**src/rtl/pwm_led.sv**
```systemverilog
// Breathing-LED generator: three cascaded counters (micro tick, PWM period,
// ramp step) and a ramp direction bit produce a PWM LED drive whose duty
// ramps linearly up to ~100% and back down to ~0%, repeating forever.
module pwm_led #(
  parameter int unsigned CNT_2US = 100,   // sys_clk cycles per micro tick
  parameter int unsigned CNT_2MS = 1000,  // micro ticks per PWM period
  parameter int unsigned CNT_2S  = 1000   // PWM periods per ramp half
) (
  input  logic sys_clk,
  input  logic sys_rst_n,
  output logic led
);

  localparam int unsigned US_W  = (CNT_2US > 1) ? $clog2(CNT_2US) : 1;
  localparam int unsigned MS_W  = (CNT_2MS > 1) ? $clog2(CNT_2MS) : 1;
  localparam int unsigned S_W   = (CNT_2S  > 1) ? $clog2(CNT_2S)  : 1;
  localparam int unsigned CMP_W = (MS_W > S_W) ? MS_W : S_W;

  localparam logic [US_W-1:0] US_MAX = US_W'(CNT_2US - 1);
  localparam logic [MS_W-1:0] MS_MAX = MS_W'(CNT_2MS - 1);
  localparam logic [S_W-1:0]  S_MAX  = S_W'(CNT_2S - 1);

  typedef enum logic {
    DIR_UP   = 1'b0,  // brightening
    DIR_DOWN = 1'b1   // dimming
  } dir_t;

  logic [US_W-1:0]  cnt_us;
  logic [MS_W-1:0]  cnt_ms;
  logic [S_W-1:0]   cnt_s;
  dir_t             dir;
  dir_t             dir_next;
  logic             tick_us;
  logic             tick_ms;
  logic             tick_s;
  logic [CMP_W-1:0] ms_cmp;
  logic [CMP_W-1:0] s_cmp;
  logic             led_next;

  // Cascaded terminal-count strobes
  always_comb begin
    tick_us = (cnt_us == US_MAX);
    tick_ms = tick_us && (cnt_ms == MS_MAX);
    tick_s  = tick_ms && (cnt_s == S_MAX);
  end

  // Micro-tick counter: free-running, wraps at CNT_2US-1
  always_ff @(posedge sys_clk or negedge sys_rst_n) begin
    if (!sys_rst_n) begin
      cnt_us <= '0;
    end else if (tick_us) begin
      cnt_us <= '0;
    end else begin
      cnt_us <= cnt_us + 1'b1;
    end
  end

  // PWM-period counter: advances on each micro tick
  always_ff @(posedge sys_clk or negedge sys_rst_n) begin
    if (!sys_rst_n) begin
      cnt_ms <= '0;
    end else if (tick_ms) begin
      cnt_ms <= '0;
    end else if (tick_us) begin
      cnt_ms <= cnt_ms + 1'b1;
    end
  end

  // Ramp-step counter: advances once per PWM period
  always_ff @(posedge sys_clk or negedge sys_rst_n) begin
    if (!sys_rst_n) begin
      cnt_s <= '0;
    end else if (tick_s) begin
      cnt_s <= '0;
    end else if (tick_ms) begin
      cnt_s <= cnt_s + 1'b1;
    end
  end

  // Direction state register
  always_ff @(posedge sys_clk or negedge sys_rst_n) begin
    if (!sys_rst_n) begin
      dir <= DIR_UP;
    end else begin
      dir <= dir_next;
    end
  end

  // Direction next-state: flip at the end of each ramp half
  always_comb begin
    dir_next = dir;
    if (tick_s) begin
      dir_next = (dir == DIR_UP) ? DIR_DOWN : DIR_UP;
    end
  end

  // PWM compare: lit while position is below the step (up) or at/above it (down)
  always_comb begin
    ms_cmp   = CMP_W'(cnt_ms);
    s_cmp    = CMP_W'(cnt_s);
    led_next = 1'b0;
    case (dir)
      DIR_UP:   led_next = (ms_cmp <  s_cmp);
      DIR_DOWN: led_next = (ms_cmp >= s_cmp);
      default:  led_next = 1'b0;
    endcase
  end

  // Registered LED output, one clock behind the counter compare
  always_ff @(posedge sys_clk or negedge sys_rst_n) begin
    if (!sys_rst_n) begin
      led <= 1'b0;
    end else begin
      led <= led_next;
    end
  end

endmodule

```
**config.mk**
```make
export PLATFORM = sky130hd
export DESIGN_NAME = pwm_led
export DESIGN_NICKNAME = d
export VERILOG_FILES = /design/src/rtl/pwm_led.sv
export SDC_FILE = /design/constraint.sdc
export NUM_CORES = 1
export LEC_CHECK = 0
export CAP_MARGIN = 20
export CORE_AREA = 2 2 71 73
export DETAILED_ROUTE_END_ITERATION = 7
export DIE_AREA = 0 0 73 75
export MAX_ROUTING_LAYER = met4
export PLACE_DENSITY = 0.62
export SLEW_MARGIN = 20
export SYNTH_ARGS = -nofsm -noshare
export SYNTH_HDL_FRONTEND = slang
export SYNTH_SLANG_ARGS = --single-unit
```
**constraint.sdc**
```tcl
create_clock -name sys_clk -period 1.74 [get_ports sys_clk]
set_input_delay 0.348 -clock sys_clk [delete_from_list [all_inputs] [get_ports sys_clk]]
set_output_delay 0.348 -clock sys_clk [all_outputs]
set_load 0.05 [all_outputs]
```
---- After elaboration in Yosys (flattened, before gate mapping) ----
Cells that the tools add are included.
cells by class
  order comparisons ....................... 2
  multiplexer cells ....................... 7
  add/subtract/negate cells ............... 3
  reduce and logical (&&, ||, !) cells .... 4
  bitwise operators ....................... 1
  eq/ne operators ......................... 3
operator list
  cell                   number
  $mux 10                4
  $add 10x1->10 const B  2
  $eq 10x10->1 const B   2
  $ge 10x10->1           1
  $lt 10x10->1           1
  $add 7x1->7 const B    1
  $eq 7x7->1 const B     1
  $mux 7                 1
  $reduce_bool 2->1      2
  $logic_and 1x1->1      2
  $pmux 1 s2             1
  $mux 1                 1
  $not 1->1              1
word-level totals
  logic and storage cells ................. 25
  input bits .............................. 2
  register bits after elaboration ......... 29
  output and inout bits ................... 1

---- Depth between registers and ports, before layout ----
  word-level depth ........................ 4
  gate-level depth with buffers ........... 7

---- Worst setup path before layout ----
No wires, ideal clock.
  path type ............................... reg2reg
  start point ............................. register cnt_s[0]
  end point ............................... register cnt_s[5]
  slack ................................... 74 ps
  data required time ...................... 1619 ps
  cell stages (with the launch flop) ...... 6
  setup time .............................. 121 ps
  clock period less this slack ............ 1666 ps
  arrival time ............................ 1545 ps
  path through ............................ dfrtp_1 > ha_1 > nand4_2 > nor4b_4 > o211ai_1 > a22o_1
on the way
  word-level cells in the longest chain between the ends .. 3
  elaborated cells on any way between the ends .. 6
  classes of those cells .................. add/sub (1); eq/ne (1); mux (2); reduce/logical (2)
ends and longest elaborated chain
  element                                        RTL line  source
  from (decl)                                    30        logic [S_W-1:0] cnt_s;
  from (signal assigned)                         76        cnt_s <= cnt_s + 1'b1;
  $add 10x1->10 or $eq 10x10->1 (tied branches)  76, 44
  $mux 10 or $logic_and 1x1->1 (tied branches)   75, 44
  $mux 10 or $reduce_bool 2->1 (tied branches)   -
Several ways; a longest one is shown, not always the timed one. The select of a mux whose other input is x is not followed.
A chain may end at the register's enable or synchronous reset.

---- Final worst setup path ----
  start point ............................. register cnt_s[6]
  end point ............................... register led
on the way
  word-level cells in the longest chain between the ends .. 2
  elaborated cells on any way between the ends .. 3
  classes of those cells .................. order compare (2); mux (1)
ends and longest elaborated chain
  element                                       RTL line  source
  $ge 10x10->1 or $lt 10x10->1 (tied branches)  104, 103
  $pmux 1 s2 *                                  102       case (dir)
  via led_next                                  38        logic led_next;
  to (signal assigned)                          114       led <= led_next;
  to (decl)                                     11        output logic led
Mark *: on every way through the listed nets, which the timed path passes. The rest lies on a longest branch.

==> impl_summary.log <==
INFO  metric io_pins = 3
INFO  metric synthSimpleGateAreaFrac = 25.6%
INFO  metric slew_headroom = 68.9%
INFO  metric synth.mux.area_fraction = 2.43%
INFO  metric synth.yosys.seq_area_share = 40.2%
INFO  metric detail_route.wirelength = 3840 um
INFO  metric number_of_distinct_library_cells_after_synthesis = 47
INFO  metric gp_congestion = 0.818
INFO  metric area_delta_synth_final = 21.0%
INFO  metric dominantRegCellSynth = dfrtp_1
INFO  metric max_cap_viols = 0
INFO  metric initial_utilization = 38.7%
INFO  metric drive_above_1_share = 22.7%
INFO  metric crit_arrival = 1.91 ns
INFO  metric ir_worst_vdd = 0.378 mV
INFO  metric place_worst_setup_slack = 0.0355 ns
INFO  metric finalHoldViolCount = 0
INFO  metric dpl.hpwl = 2800 um
INFO  metric slowest_stage = dfrtp_1
INFO  metric die_outline_area = 5480 sq um
INFO  metric post_dp_cell_area = 2040 sq um
INFO  metric number_of_enable_flip_flop_cells_after_synthesis = 0
INFO  metric cp_max_fo = 5
INFO  metric ys_async_sr_fraction = 100%
INFO  metric cts.sink_count = 29
INFO  metric tritoncts = yes
INFO  metric post_synth_most_frequent_cells = dfrtp_1, nand2_1, nor2_1, ha_1, inv_1
INFO  metric synth_most_common_cell = dfrtp_1
INFO  metric synth.area.top_cells = dfrtp_1, ha_1, xnor2_1, nand2_1, nor2_1
INFO  metric path_class = register to register
INFO  metric fmaxAchievable = 0.595 GHz
INFO  metric final_cell_area = 2180 sq um
INFO  metric path_cells = inv_1 -> ha_1 -> nand4_1 -> a311oi_1 -> a211o_1 -> a21o_1
INFO  metric grt_start_max_net_pins = 30
INFO  metric drc_errors = 0
INFO  metric htreeDepth = 2
INFO  metric p_leak = 0.970 nW
INFO  metric port_buffers = 2
INFO  metric post-route-min-period = 1.68 ns
INFO  metric grt_pass1_wl = 6600 um
INFO  metric setup_ws = 0.0582 ns
INFO  metric finalCoreUtilization = 46.8%
INFO  metric synth_top_area_share = 40.2%
INFO  metric route.detailed.vias_per_inst = 5.29
INFO  metric num_rows = 25
INFO  metric period_share = 96.7%
INFO  metric firstDrtPassIters = 4
INFO  metric post_synth_fa_ha_maj_area_fraction = 9.02%
INFO  metric coreArea = 4660 sq um
INFO  metric drtIter0Drc = 70
INFO  metric remaining_number_of_nets_flagged_by_the_antenna_check_after_routing = 0
INFO  metric wire_per_inst = 14.0 um
INFO  metric post_synth_instance_area = 1800 sq um
INFO  metric crit_path_max_cell_delay = 0.47 ns
INFO  metric netlist_instances = 189
INFO  metric clockRootBuffer = clkbuf_8
INFO  metric synth_top_area_cell = dfrtp_1
INFO  metric setup_violations = 0
INFO  metric total_power_divided_by_cell_area = 565 nW/um^2
INFO  metric filler_cell_count = 432
INFO  metric clock_tree_skew_after_final_layout = 0.00545 ns
INFO  metric synthesized_area_divided_by_synthesized_cell_count = 9.54 sq um
INFO  metric xor_xnor_fraction_of_synth_area = 5.34%
INFO  metric antenna_found_initial = 0
INFO  metric cts_inserted_buffers = 5
INFO  metric die_h = 75 um
INFO  metric worst_ep_required_time = 1.97 ns
INFO  metric p_total = 0.00123 W
INFO  metric run_status = completed
INFO  metric overall_via_count_from_detail_route = 1449
INFO  metric fin_nets = 234
INFO  metric clk_pin_slew = 0.07 ns
INFO  metric grt_ovf = 0
INFO  metric ys_warn_count = 0
INFO  metric timing.setup.tns = 0 ns
INFO  metric antennaDiodeCount = 0
INFO  metric grt_use_total = 16.4%
INFO  metric min_path_type = primary input to async pin
INFO  metric synth_area_in_compound_gates = 11.5%
INFO  metric report.final.slew_viol_count = 0
INFO  metric postSynthRegisterBits = 29
INFO  metric critPathLaunchType = register
INFO  metric worstSetupEndpointType = register
INFO  metric cts.path.max_buffers = 2
INFO  metric die_width = 73 um
INFO  metric synth_fp_nets = 204
INFO  metric clkLatencyLatePin = 0.28 ns
INFO  metric grt_pass1_vias = 1387
INFO  metric synth_top_family_by_area = simple AND/OR/NAND/NOR gates
INFO  metric worst-slew-pin-transition = 0.463 ns
## per-stage QoR
step	instances	hold WS (ns)
final	274	0.439
after detailed placement	264	0.454
after global placement	264	0.443
after global routing	274	0.498
after floorplan	189	0.0524
after CTS	272	0.463
## cells by family after synthesis
logic type / Yosys count
adders and majority gates: 13
AOI/OAI and AO/OA: 31
DFF: 29
xor gates and xnor gates: 11
buffers and inverters: 19
muxes: 4
and+or+nand+nor: 82
## layer usage
layer	wire length [um]	track usage, %	vias to the layer above
li1	-	-	742
met3	94	4.02	5
met1	1920	22.8	686
met4	52	5.56	0
met5	0	-	-
met2	1780	23.2	16
## report_power, final
part / internal, W / switching (W)
sequential: 0.000674 / 0
combinational: 0.00000342 / 0.0000131
clock: 0.000284 / 0.000259
total: 0.000961 / 0.000272
## placed cells by master, fill, tap and decap left out, types with 2 or more instances in the layout
master     n
clkbuf_1   3
nand2b_1   3
nor4_1     3
clkbuf_8   5
nand3_1   10
ha_1      12
dfrtp_1   27
o211ai_1   3
mux2_2     2
a21oi_1    8
nand2_1   17
o21ai_0    3
buf_4     28
a22o_1     2
dfrtp_2    2
inv_1     11
nor3_1     6
nor2_1    17
nor4_2     3
o21ai_1    5
nand4_1    8
xnor2_1   11
## path summary, 6_finish.rpt
check	from	endpoint	slack, ns	depth (start not counted)
min in group sys_clk	dir$_DFFE_PN0P_	dir$_DFFE_PN0P_	0.51	1
max in group asynchronous	sys_rst_n	cnt_ms[9]$_DFFE_PN0P_	0.98	2
hold reg to reg	dir$_DFFE_PN0P_	dir$_DFFE_PN0P_	0.51	1
setup reg to reg	cnt_s[6]$_DFFE_PN0P_	led$_DFF_PN0_	0.06	6
hold / removal	sys_rst_n	cnt_s[4]$_DFFE_PN0P_	0.44	2
setup / recovery	cnt_s[6]$_DFFE_PN0P_	led$_DFF_PN0_	0.06	6
## registers in the layout (all words and copies together) (netlist names)
name and flops:
cnt_ms 10, cnt_s 10, cnt_us 7, dir 1, led 1
## cell type report
class / instances / area [sq um] / share of cell area [%]
Inverter: 12 / 45.0 / 2.07
Timing Repair Buffer: 30 / 240 / 11.0
Sequential cell: 29 / 728 / 33.4
Multi-Input combinational cell: 141 / 1020 / 46.8
Tap cell: 54 / 67.6 / 3.10
Clock buffer: 8 / 80.1 / 3.67
## timing repair
item	CTS	global route
endpoints found under the setup margin	0	13
setup buffers	0	2
resized for setup	0	13
hold buffers	0	0
## critical path, delay by kind of cell (launching register included)
family	cells	cell delay [ns]
simple gates	1	0.15
flops	1	0.47
buf+inv	1	0.08
fa+ha+maj	1	0.30
compound gates	3	0.62
(Power assumes the default switching activity.)
